==> config.mk <==
export PLATFORM = sky130hd
export DESIGN_NAME = pre_if_stage
export DESIGN_NICKNAME = d
export VERILOG_FILES = /design/src/rtl/pre_if_stage.sv
export SDC_FILE = /design/constraint.sdc
export NUM_CORES = 1
export LEC_CHECK = 0
export BUFFER_PORTS_ARGS = -buffer_cell sky130_fd_sc_hd__buf_2
export CORE_MARGIN = 2
export CORE_UTILIZATION = 45
export DETAILED_ROUTE_END_ITERATION = 10
export PLACE_DENSITY = 0.7
export SLEW_MARGIN = 20
export SYNTH_ARGS = -nofsm -noshare
export SYNTH_HDL_FRONTEND = slang
export SYNTH_SLANG_ARGS = --single-unit
==> constraint.sdc <==
create_clock -name clk -period 2.9 [get_ports clk]
set_clock_uncertainty 0.1 [all_clocks]
set_input_delay 0 -clock clk [delete_from_list [all_inputs] [get_ports clk]]
set_output_delay 0 -clock clk [all_outputs]
set_load 0.02 [all_outputs]
==> src/rtl/pre_if_stage.sv <==
// Pre-IF fetch-request stage: owns the fetch PC, issues one instruction-bus read at a time,
// buffers the returned word for IF and applies branch / exception / eret redirects.
module pre_if_stage #(
  parameter logic [31:0] RESET_PC  = 32'hbfc0_0000,
  parameter logic [31:0] EX_ENTRY  = 32'hbfc0_0380,
  parameter int          BR_BUS_WD = 33
) (
  input  logic                 clk,
  input  logic                 reset,
  input  logic                 fs_allowin,
  input  logic [BR_BUS_WD-1:0] br_bus,
  input  logic                 ex_from_ws,
  input  logic                 eret_from_ws,
  input  logic [31:0]          cp0_epc,
  output logic                 inst_sram_req,
  output logic                 inst_sram_wr,
  output logic [1:0]           inst_sram_size,
  output logic [31:0]          inst_sram_addr,
  output logic [31:0]          inst_sram_wdata,
  input  logic                 inst_sram_addr_ok,
  input  logic                 inst_sram_data_ok,
  input  logic [31:0]          inst_sram_rdata,
  output logic                 ps_to_fs_valid,
  output logic [64:0]          ps_to_fs_bus
);

  localparam logic [1:0] S_IDLE = 2'd0;
  localparam logic [1:0] S_REQ  = 2'd1;
  localparam logic [1:0] S_WAIT = 2'd2;
  localparam logic [1:0] S_FULL = 2'd3;

  logic [1:0]  state,    state_nxt;
  logic [31:0] ps_pc,    ps_pc_nxt;
  logic [31:0] req_pc,   req_pc_nxt;
  logic [31:0] br_tgt_q, br_tgt_nxt;
  logic        pend_br,  pend_br_nxt;
  logic        discard,  discard_nxt;
  logic [64:0] fs_buf,   fs_buf_nxt;

  logic        br_taken;
  logic [31:0] br_target;
  logic [31:0] flush_tgt;
  logic        req_hold;

  assign br_taken  = br_bus[BR_BUS_WD-1];
  assign br_target = br_bus[31:0];
  assign flush_tgt = eret_from_ws ? cp0_epc : EX_ENTRY;

  // A misaligned fetch address never reaches the bus; it becomes an ADEF entry instead.
  assign inst_sram_req   = (state == S_REQ) && (req_pc[1:0] == 2'b00);
  assign inst_sram_addr  = req_pc;
  assign inst_sram_wr    = 1'b0;
  assign inst_sram_size  = 2'b10;
  assign inst_sram_wdata = 32'h0;

  assign req_hold = inst_sram_req && !inst_sram_addr_ok;

  assign ps_to_fs_valid = (state == S_FULL) && !ex_from_ws;
  assign ps_to_fs_bus   = fs_buf;

  always_comb begin
    // NOTE: every combinational output is defaulted first so no path can infer a latch.
    state_nxt   = state;
    ps_pc_nxt   = ps_pc;
    br_tgt_nxt  = br_tgt_q;
    pend_br_nxt = pend_br;
    discard_nxt = discard;
    fs_buf_nxt  = fs_buf;

    case (state)
      S_IDLE: begin
        state_nxt = S_REQ;
        if (br_taken) ps_pc_nxt = br_target;
      end
      S_REQ: begin
        if (!inst_sram_req) begin
          state_nxt  = S_FULL;
          fs_buf_nxt = {1'b1, 32'h0, req_pc};
        end else if (inst_sram_addr_ok) begin
          state_nxt = S_WAIT;
        end
        if (inst_sram_req && br_taken && !discard) begin
          pend_br_nxt = 1'b1;
          br_tgt_nxt  = br_target;
        end
      end
      S_WAIT: begin
        if (inst_sram_data_ok) begin
          if (discard) begin
            state_nxt   = S_REQ;
            discard_nxt = 1'b0;
          end else begin
            state_nxt   = S_FULL;
            fs_buf_nxt  = {1'b0, inst_sram_rdata, ps_pc};
            pend_br_nxt = 1'b0;
            // The fetched word is the delay slot; a branch arriving now redirects past it.
            if (br_taken)     ps_pc_nxt = br_target;
            else if (pend_br) ps_pc_nxt = br_tgt_q;
            else              ps_pc_nxt = ps_pc + 32'd4;
          end
        end else if (br_taken && !discard) begin
          pend_br_nxt = 1'b1;
          br_tgt_nxt  = br_target;
        end
      end
      default: begin  // S_FULL: an ADEF entry is only cleared by a flush
        if (fs_allowin && !fs_buf[64]) state_nxt = S_REQ;
        if (br_taken) ps_pc_nxt = br_target;
      end
    endcase

    // Flush overrides everything above; an accepted request still has to drain its data.
    if (ex_from_ws) begin
      ps_pc_nxt   = flush_tgt;
      pend_br_nxt = 1'b0;
      br_tgt_nxt  = br_tgt_q;
      fs_buf_nxt  = fs_buf;
      case (state)
        S_REQ: begin
          discard_nxt = inst_sram_req;
          state_nxt   = (inst_sram_req && inst_sram_addr_ok) ? S_WAIT : S_REQ;
        end
        S_WAIT: begin
          discard_nxt = !inst_sram_data_ok;
          state_nxt   = inst_sram_data_ok ? S_REQ : S_WAIT;
        end
        default: begin
          discard_nxt = 1'b0;
          state_nxt   = S_REQ;
        end
      endcase
    end

    // The bus address is frozen while a request waits for addr_ok, otherwise it tracks ps_pc.
    req_pc_nxt = req_hold ? req_pc : ps_pc_nxt;
  end

  always_ff @(posedge clk) begin
    // NOTE: sequential state uses non-blocking assignments so all registers update together.
    if (reset) begin
      state    <= S_IDLE;
      ps_pc    <= RESET_PC;
      req_pc   <= RESET_PC;
      br_tgt_q <= 32'h0;
      pend_br  <= 1'b0;
      discard  <= 1'b0;
      fs_buf   <= 65'h0;
    end else begin
      state    <= state_nxt;
      ps_pc    <= ps_pc_nxt;
      req_pc   <= req_pc_nxt;
      br_tgt_q <= br_tgt_nxt;
      pend_br  <= pend_br_nxt;
      discard  <= discard_nxt;
      fs_buf   <= fs_buf_nxt;
    end
  end

endmodule

==> results.json, run 1 <==
{
  "hold_depth": 4,
  "io_buffers": 202,
  "path_delay_family": "compound AO/OA/AOI/OAI gates",
  "cts_buffers": 17,
  "synth_top_flop_cell": "dfxtp_1",
  "leakage_nw": 4.73,
  "core_sq_um": 19500,
  "dp_hpwl_mm": 22.5,
  "hold_path.class": "input port to flop",
  "ctsRootBufferMaster": "clkbuf_16",
  "ys_warn_count": 0,
  "cts_tree": "built",
  "rows": 51,
  "clk_latency_ns": 0.45,
  "setup_viol": 0,
  "synthCells": 1127,
  "grt_pass1_vias": 8604,
  "cp_slowest_stage_delay_ns": 0.59,
  "synth_edf_count": 0,
  "grtUsageTotal_pct": 30.0,
  "fin_crit_sh_pct": 97.4,
  "status": "finished clean",
  "nNetsFinal": 1504,
  "pin_count": 238,
  "ys_ff_latch": 165,
  "end_kind": "flop",
  "setup.worst_path.class": "flop to flop",
  "rr_startpoint": "ps_pc[2]",
  "cts-htree-levels": 4,
  "crit_fanout": 9,
  "final_max_slew_viol_count": 0,
  "r2r_slack_ns": 0.08,
  "fp.dieW_um": 145,
  "setup_tns_ns": 0,
  "finalHoldViolCount": 0,
  "start_util_pct": 45.8,
  "gp_congestion": 0.961,
  "drive_above_1_share_pct": 21.6,
  "grt_setup_unrepaired": "false",
  "grt_util_met2_pct": 44.0,
  "grt_pass1_wl_mm": 48.5,
  "slew_headroom_pct": 41.5,
  "fmax_mhz": 354,
  "tightest_slew_ns": 0.866,
  "worstPathCellList": "ha_1 -> inv_1 -> nor4_1 -> a211o_1 -> nand3_1 -> a221o_1 -> a311oi_1",
  "viasPerCell": 5.78,
  "irDropWorstVdd_uv": 412,
  "finalCriticalPeriod_ns": 2.82,
  "ant_nets": 0,
  "cap_violations": 0,
  "use_met1_pct": 43.7,
  "cp.arrival_ns": 3.06,
  "ys_types": 76,
  "antenna_cells": 0,
  "r2r_end": "inst_sram_addr[16]",
  "area_delta_synth_final_pct": 30.6,
  "grt_max_degree": 60,
  "slowest_stage": "dfxtp_1",
  "use_met3_pct": 5.63,
  "worst-path-stages": 7,
  "syn_area_sq_um": 8920,
  "drtIter0Drc": 1170,
  "clkSinkCount": 165,
  "path_clk_slew_ns": 0.08,
  "synthArstFlopShare_pct": 0,
  "synth-seq-area-share_pct": 37.0,
  "syn_area_per_cell_sq_um": 7.92,
  "antenna_found_initial": 0,
  "cts_buffer_depth": 2,
  "wl_per_cell_um": 19.3,
  "cp-start-kind": "flop",
  "wl_mm": 32.3,
  "required_ns": 3.14,
  "hold_end": "ps_pc[0]",
  "critPathBufInv": 1,
  "min-delay-start": "eret_from_ws",
  "dr.pass1.iters": 6,
  "reg2reg_depth": 7,
  "grt-busiest-layer": "met2",
  "die_y_um": 145,
  "grt_overflow": 0,
  "die_area_sq_um": 21000,
  "via_count": 9677,
  "fin_hold_ws_ns": 0.0225,
  "fill_cells": 1746,
  "drcViolationCount": 0,
  "powerDensity_nw_per_um2": 802
}
state kept, by name, summed over array words and instances, names as in the netlist:
| register | flops |
|---|---|
| ps_pc | 32 |
| inst_sram_addr | 32 |
| state | 2 |
| ps_to_fs_bus | 65 |
| discard | 1 |
| pend_br | 1 |
| br_tgt_q | 32 |
where the power goes:
group	internal (W)	switching (W)
Combinational	0.00143	0.00240
Sequential	0.00273	0.000439
Clock	0.00124	0.00111
cell usage after synthesis, types with 11 or more instances:
cell / n / area (sq um)
nand3_1: 51 / 255
inv_1: 17 / 63.8
a31oi_1: 13 / 81.3
nand2b_1: 15 / 93.8
mux2i_1: 49 / 490
dfxtp_1: 165 / 3300
a21oi_1: 109 / 546
nor3_1: 18 / 90.1
buf_1: 14 / 52.6
clkbuf_8: 12 / 165
buf_4: 36 / 270
nor4_1: 11 / 68.8
nand4_1: 18 / 113
nand2_1: 160 / 601
clkbuf_1: 67 / 251
o21ai_0: 28 / 140
a22oi_1: 11 / 82.6
a211oi_1: 50 / 375
a221oi_1: 11 / 96.3
nor2_1: 99 / 372
nor2b_1: 12 / 75.1
cells in the final DEF (no fill, tap or decap), types with 7 or more instances in the layout:
cell / instances
mux2i_1: 49
nor4_1: 11
nand2_1: 160
nand4_1: 18
a211oi_1: 50
buf_2: 201
inv_1: 17
nand2b_1: 15
conb_1: 35
a221oi_1: 11
a311oi_1: 10
dlygate4sd3_1: 104
buf_4: 46
o221ai_1: 8
o21ai_0: 28
a31oi_1: 13
and2_1: 7
nor2b_1: 11
a22oi_1: 11
nand3_1: 51
a21oi_1: 108
dfxtp_1: 165
nor3_1: 18
nor2_1: 99
a221o_1: 10
clkbuf_16: 17
worst max-delay path by stage:
stage                          from  slack (ns)                 end
after global placement    ps_pc[15]        0.30  inst_sram_addr[30]
final                      ps_pc[2]        0.08  inst_sram_addr[16]
after global routing       state[1]        0.02    ps_to_fs_bus[63]
after CTS                  state[0]        0.05    ps_to_fs_bus[61]
after detailed placement   state[0]        0.21  inst_sram_addr[20]
after floorplan            state[1]        0.46    ps_to_fs_bus[12]
metrics by stage:
step | area (sq um) | util (%) | total power, W | setup slack [ns] | cells
2_1_floorplan | 9050 | - | 0.00558 | 0.463 | 1160
3_3_place_gp | 9980 | 51.3 | 0.00676 | 0.300 | 1534
3_5_place_dp | 9980 | 51.3 | 0.00679 | 0.208 | 1534
4_1_cts | 11600 | 59.7 | 0.00924 | 0.0505 | 1670
5_1_grt | 11600 | 59.9 | 0.00982 | 0.0217 | 1673
6_report | 11600 | 59.9 | 0.00934 | 0.0767 | 1673
layer usage:
| layer | routed length, um | part of all wire [%] |
|---|---|---|
| met1 | 14400 | 45 |
| met3 | 3160 | 9.8 |
| met2 | 13800 | 43 |
| met4 | 933 | 2.9 |
| met5 | 0 | 0 |
tightest hold or removal path, stage by stage:
cell and delay, ns:
buf_2 0.23, nand2_1 0.10, a221o_1 0.14, a41oi_1 0.05
layout make-up:
cell class / instances / area [sq um] / area share (%)
tap: 265 / 332 / 2.85
clock inverter: 15 / 174 / 1.49
multi-input combinational: 838 / 4890 / 42.0
inverter: 19 / 71.3 / 0.612
timing repair buffer: 354 / 2450 / 21.1
clock buffer: 17 / 425 / 3.65
sequential: 165 / 3300 / 28.4
cells by family (layout without fill, tap and decap cells):
| logic type | Yosys count | in the layout | synth area share (%) |
|---|---|---|---|
| mux | 52 | 52 | 5.88 |
| compound gates | 311 | 311 | 23.3 |
| other cells | 2 | 35 | 0.0842 |
| buf+inv | 158 | 405 | 9.90 |
| fa+ha+maj | 5 | 5 | 0.701 |
| flops | 165 | 165 | 37.0 |
| simple gates | 422 | 423 | 22.0 |
| xor+xnor | 12 | 12 | 1.18 |
repair_timing:
| item | CTS | global route |
|---|---|---|
| endpoints found under the hold margin | 127 | 0 |
| hold buffers | 104 | 0 |
| setup endpoints to repair | 0 | 3 |
| setup buffers | 0 | 2 |
| resized for setup | 0 | 3 |
(Power assumes the default switching activity.)
==> run 2, diff against run 1 <==
HOLD_SLACK_MARGIN = 0.05   (was default)
SETUP_SLACK_MARGIN = 0.2   (was default)
TNS_END_PERCENT = 100   (was default)
==> run 2 against run 1 <==
Sequential power is essentially flat. Combinational power is essentially flat. Routed wire length is essentially flat. Register-to-register slack gained 0.17 ns. Via count shrank 0.14%. Die area is the same. Clock power is essentially flat. Sequential share of layout area shrank 0.064 points. Count of clock-buffer cells in the layout is the same. First-iteration DRC count grew 8.3%. Cell count is the same. Global-route usage grew 0.051 points. Critical endpoint is now inst_sram_addr[20]. Largest power group unchanged.
==> results.json, run 2 (synthesis gave the netlist of run 1 again) <==
{
  "status": "finished clean",
  "hold_path.class": "input port to flop",
  "nNetsFinal": 1504,
  "power.switching_w": 0.00394,
  "clkSinkCount": 165,
  "cts_buffers": 17,
  "setup_tns_ns": 0,
  "fill_cells": 1742,
  "seqCellArea_sq_um": 3310,
  "setup.worst_path.class": "flop to flop",
  "tightest_slew_ns": 0.761,
  "wl_mm": 32.3,
  "grt_overflow": 0,
  "crit_path_end": "inst_sram_addr[20]",
  "finalCriticalPeriod_ns": 2.66,
  "finalHoldViolCount": 0,
  "grt_pass1_wl_mm": 48.5,
  "internal-power_w": 0.00539,
  "antenna_cells": 0,
  "cp.arrival_ns": 2.91,
  "worstPathCellList": "inv_1 -> ha_2 -> nand2b_1 -> a2111oi_1 -> buf_4 -> o311ai_0 -> o2111ai_1 -> nor2_1 -> nor3_1",
  "grt_max_degree": 60,
  "fin_hold_ws_ns": 0.152,
  "ant_nets": 0,
  "cp-start-kind": "flop",
  "slowest_stage": "a2111oi_1",
  "detailedPlace.worstSlack_ns": 0.208,
  "leakage_nw": 4.72,
  "critPathBufInv": 2,
  "setup_viol": 0,
  "rr_startpoint": "state[0]",
  "pin_count": 238,
  "gp_congestion": 0.961,
  "fmax_mhz": 377,
  "layout_commonest_cell": "buf_2",
  "drive_above_1_share_pct": 21.9,
  "cts_buffer_depth": 2,
  "wl_per_cell_um": 19.3,
  "grt_setup_unrepaired": "true",
  "clk_latency_ns": 0.45,
  "cts_tree": "built",
  "pwr-share-seq_pct": 34.0,
  "reg2reg_depth": 9,
  "die_y_um": 145,
  "powerDensity_nw_per_um2": 799,
  "path_clk_slew_ns": 0.07,
  "grtUsageTotal_pct": 30.1,
  "area_delta_synth_final_pct": 30.9,
  "cts-htree-levels": 4,
  "io_buffers": 202,
  "fin_crit_sh_pct": 91.6,
  "cp_slowest_stage_delay_ns": 0.50,
  "drcViolationCount": 0,
  "ctsRootBufferMaster": "clkbuf_16",
  "grt_pass1_vias": 8594,
  "drtIter0Drc": 1267,
  "fp.dieW_um": 145,
  "dp_hpwl_mm": 22.5,
  "viasPerCell": 5.78,
  "cap_violations": 0,
  "p_comb_share_pct": 41.0,
  "via_count": 9663,
  "die_area_sq_um": 21000,
  "fin_ws_ns": 0.244,
  "r2r_slack_ns": 0.24,
  "largest_register_ffs": 65,
  "worst-path-stages": 9,
  "multiInputGateArea_sq_um": 4910,
  "cp-startpoint": "state[0]",
  "end_kind": "flop",
  "irDropWorstVdd_uv": 409,
  "path_delay_family": "compound AO/OA/AOI/OAI gates",
  "antenna_found_initial": 0,
  "slew_headroom_pct": 48.6,
  "dr.pass1.iters": 7,
  "crit_fanout": 9,
  "final_max_slew_viol_count": 0,
  "required_ns": 3.15,
  "core_sq_um": 19500,
  "layout_common_cells": "buf_2, dfxtp_1, nand2_1, a21oi_1, dlygate4sd3_1",
  "switching_share_pct": 42.2,
  "r2r_end": "inst_sram_addr[20]",
  "rows": 51,
  "p_clk_share_pct": 25.0,
  "start_util_pct": 45.8
}
run 2: cell count changes in the layout (fill, tap and decap cells not counted), moves of 2 or more:
cell           before  now
buf_4              46   43
a21oi_1           108  106
a21oi_2             1    3
dfxtp_1           165  163
dfxtp_2             0    2
dlygate4sd3_1     104  106
nor4_1             11    9
nor4_2              1    3
run 2: cell type report:
| class | count | area share (%) |
|---|---|---|
| inverters | 19 | 0.610 |
| multi-input cells | 838 | 42.1 |
| well taps | 265 | 2.84 |
| repair buffers | 354 | 21.1 |
| clock inverters | 15 | 1.49 |
| clock buffers | 17 | 3.64 |
| flip-flops and latches | 165 | 28.3 |
run 2: worst min-delay path by stage:
stage / startpoint / end / cells after the start
4_1_cts: cp0_epc[22] / ps_pc[22] / 5
2_1_floorplan: br_bus[31] / br_tgt_q[31] / 2
3_3_place_gp: br_bus[1] / br_tgt_q[1] / 3
6_report: cp0_epc[22] / ps_pc[22] / 5
5_1_grt: cp0_epc[22] / ps_pc[22] / 5
3_5_place_dp: br_bus[26] / br_tgt_q[26] / 3
run 2: worst reg2reg max path, delay by kind of cell (launching register included):
kind / cells / cell delay, ns
DFF: 1 / 0.41
adders and majority gates: 1 / 0.44
buffers and inverters: 2 / 0.32
and+or+nand+nor: 3 / 0.44
AOI/OAI and AO/OA: 3 / 0.87
run 2: per-stage QoR:
| step | total power (W) | utilization, % | cell area (sq um) | cells |
|---|---|---|---|---|
| after floorplan | 0.00558 | - | 9050 | 1160 |
| after detailed placement | 0.00679 | 51.3 | 9980 | 1534 |
| after CTS | 0.00925 | 59.8 | 11600 | 1672 |
| after global routing | 0.00983 | 60.0 | 11700 | 1673 |
| after global placement | 0.00676 | 51.3 | 9980 | 1534 |
| final | 0.00934 | 60.0 | 11700 | 1673 |
run 2: power groups by stage:
stage / clock network, W / logic (W) / registers, W
global route: 0.00246 / 0.00414 / 0.00322
floorplan: 0 / 0.00216 / 0.00343
global placement: 0 / 0.00358 / 0.00319
finish: 0.00233 / 0.00383 / 0.00317
CTS: 0.00237 / 0.00373 / 0.00315
detailed placement: 0 / 0.00359 / 0.00320
run 2: what timing repair did:
item,in CTS,in global routing
endpoints found under the setup margin,2,61
gates resized for setup,2,10
endpoints found under the hold margin,135,0
cloned,0,1
hold buffers,106,0
buffers inserted,0,0
run 2: routing by layer:
layer  GRT usage, %  routed length, um
met1           44.0              14300
met2           43.9              13900
met3           5.46               3140
met4           11.1                963
met5              0                  0
==> run 3, diff against run 2 <==
ABC_AREA = 1   (was default)
==> run 3 against run 2 <==
Clock power increased by 3%. Via count is 5.1% higher. Non-clock buffer count is 8 lower. Power up 7.7%. Routed wire length up 2.7%. Count of clock-buffer cells in the layout is the same. Synthesized cell count up 20%. Highest routed layer unchanged.
==> results.json, run 3 <==
{
  "status": "finished clean",
  "finalCriticalPeriod_ns": 2.57,
  "cap_violations": 0,
  "hold_depth": 6,
  "synth_top_flop_cell": "dfxtp_1",
  "path_clk_slew_ns": 0.07,
  "layout_commonest_cell": "nand2_1",
  "fmax_mhz": 389,
  "use_met1_pct": 37.0,
  "finalInstanceArea_sq_um": 11900,
  "ys_types": 44,
  "end_kind": "flop",
  "synth_edf_count": 0,
  "final_util_pct": 60.7,
  "min-delay-start": "eret_from_ws",
  "synth.most_common_cell": "nand2_1",
  "antenna_found_initial": 0,
  "io_buffers": 202,
  "cts_buffers": 17,
  "fin_crit_sh_pct": 88.6,
  "viasPerCell": 5.34,
  "syn_area_sq_um": 9060,
  "dr.pass1.iters": 6,
  "slowest_stage": "clkinvlp_4",
  "setup.worst_path.class": "flop to flop",
  "cts_buffer_depth": 2,
  "slew_headroom_pct": 51.5,
  "synthTopCellsByCount": "nand2_1, nor2_1, dfxtp_1",
  "ys_ff_latch": 165,
  "grt_util_met2_pct": 52.3,
  "cp_slowest_stage_delay_ns": 0.54,
  "dpl_cell_area_sq_um": 10100,
  "use_met3_pct": 6.02,
  "syn_area_per_cell_sq_um": 6.72,
  "required_ns": 3.10,
  "rows": 51,
  "pin_count": 238,
  "synth-seq-area-share_pct": 36.5,
  "clkSinkCount": 165,
  "nNetsFinal": 1733,
  "cp-startpoint": "state[0]",
  "ctsRootBufferMaster": "clkbuf_16",
  "synth_largest_area_cell": "dfxtp_1",
  "grt_pass1_wl_mm": 51.6,
  "synth.area.top_cells": "dfxtp_1, nand2_1, o21ai_0",
  "rr_startpoint": "state[0]",
  "grt_overflow": 0,
  "die_area_sq_um": 21300,
  "crit_fanout": 33,
  "via_count": 10200,
  "fin_ws_ns": 0.332,
  "path_common_cell": "inv_2",
  "cp.arrival_ns": 2.77,
  "synthCells": 1347,
  "die_y_um": 146,
  "start_util_pct": 46.2,
  "grt_pass1_vias": 9583,
  "clk_latency_ns": 0.44,
  "leakage_nw": 5.58,
  "layout_common_cells": "nand2_1, buf_2, nor2_1, dfxtp_1, o21ai_0",
  "cp-start-kind": "flop",
  "detailedPlace.worstSlack_ns": 0.367,
  "synthArstFlopShare_pct": 0,
  "finalHoldViolCount": 0,
  "synth_top_area_share_pct": 36.5,
  "wl_per_cell_um": 17.5,
  "ant_nets": 0,
  "cts-htree-levels": 4,
  "final_max_slew_viol_count": 0,
  "ys_warn_count": 0,
  "grtUsageTotal_pct": 30.4,
  "dp_hpwl_mm": 23.1,
  "grt_setup_unrepaired": "true",
  "drcViolationCount": 0,
  "tightest_slew_ns": 0.728,
  "powerDensity_nw_per_um2": 845,
  "grt_max_degree": 64,
  "reg2reg_depth": 9,
  "antenna_cells": 0,
  "irDropWorstVdd_uv": 730,
  "setup_viol": 0,
  "core_sq_um": 19600,
  "setup_tns_ns": 0,
  "hold_path.class": "input port to flop",
  "largest_register_ffs": 65,
  "drtIter0Drc": 697,
  "cts_tree": "built",
  "finalPower_w": 0.0101,
  "drive_above_1_share_pct": 20.4,
  "grt-busiest-layer": "met2",
  "worstPathCellList": "inv_1 -> ha_1 -> inv_2 -> nor2_4 -> inv_2 -> nor3_4 -> clkinvlp_4 -> a22oi_1 -> nor2_1",
  "gp_congestion": 1.03,
  "area_delta_synth_final_pct": 31.4,
  "wl_mm": 33.2,
  "fp.dieW_um": 146
}
==> run 3: cell types whose count changed after synthesis, sizes merged, moves of 36 or more <==
cell / change
o21ai: +122
nor2: +93
mux2i: -49
inv: +93
a211oi: -40
nand2: +133
clkbuf: -36
==> run 3: what timing repair did <==
action / in CTS / in global routing
resized for setup: 0 / 6
hold buffers: 106 / 0
endpoints found under the setup margin: 0 / 36
buffers inserted: 0 / 5
hold endpoints to repair: 139 / 0
==> run 3: area by class of cell <==
| type | count | area (sq um) |
|---|---|---|
| Fill cell | 1815 | 7690 |
| Multi-Input combinational cell | 980 | 4810 |
| Sequential cell | 165 | 3300 |
| Timing Repair Buffer | 346 | 2380 |
| Inverter | 113 | 432 |
| Clock buffer | 17 | 425 |
| Tap cell | 265 | 332 |
| Clock inverter | 15 | 205 |
| Timing Repair inverter | 1 | 5.00 |
==> run 3: metal layers <==
layer  wire length, um  share of wire [%]
met5                 0                  0
met4              1430                4.3
met3              2630                7.9
met2             16000                 48
met1             13200                 40
==> run 3: critical path, delay by kind of cell (launching register included) <==
family | cells | cell delay [ns]
simple gates | 3 | 0.45
buf+inv | 4 | 0.76
fa+ha+maj | 1 | 0.32
flops | 1 | 0.37
compound gates | 1 | 0.40
==> run 3: final timing paths <==
kind	endpoint	slack [ns]
hold / removal	inst_sram_addr[26]	0.09
hold reg to reg	br_tgt_q[23]	0.39
setup / recovery	ps_to_fs_bus[57]	0.33
setup reg to reg	ps_to_fs_bus[57]	0.33
==> run 3: metrics by stage <==
stage / hold WS (ns) / std cells
floorplan: 0.0483 / 1380
global placement: 0.132 / 1758
detailed placement: 0.141 / 1758
CTS: 0.0509 / 1896
global route: 0.114 / 1902
finish: 0.0859 / 1902
==> run 3: logic make-up (layout without fill, tap and decap cells) <==
group	count (synthesis)	count (layout)	share of synthesized area [%]
flip-flops	165	165	36.5
XOR/XNOR	8	8	0.774
other	2	35	0.0829
adder cells (fa/ha/maj)	5	5	0.691
AO/OA/AOI/OAI	347	347	21.9
buffers and inverters	235	492	11.9
AND/OR/NAND/NOR	585	585	28.1
==> run 3: report_power, final <==
group | switching (W) | leakage (nW) | total (W) | internal, W
combinational | 0.00286 | 3.92 | 0.00430 | 0.00144
clock | 0.00115 | 0.307 | 0.00241 | 0.00126
sequential | 0.000497 | 1.35 | 0.00334 | 0.00284
total | 0.00451 | 5.58 | 0.0101 | 0.00554
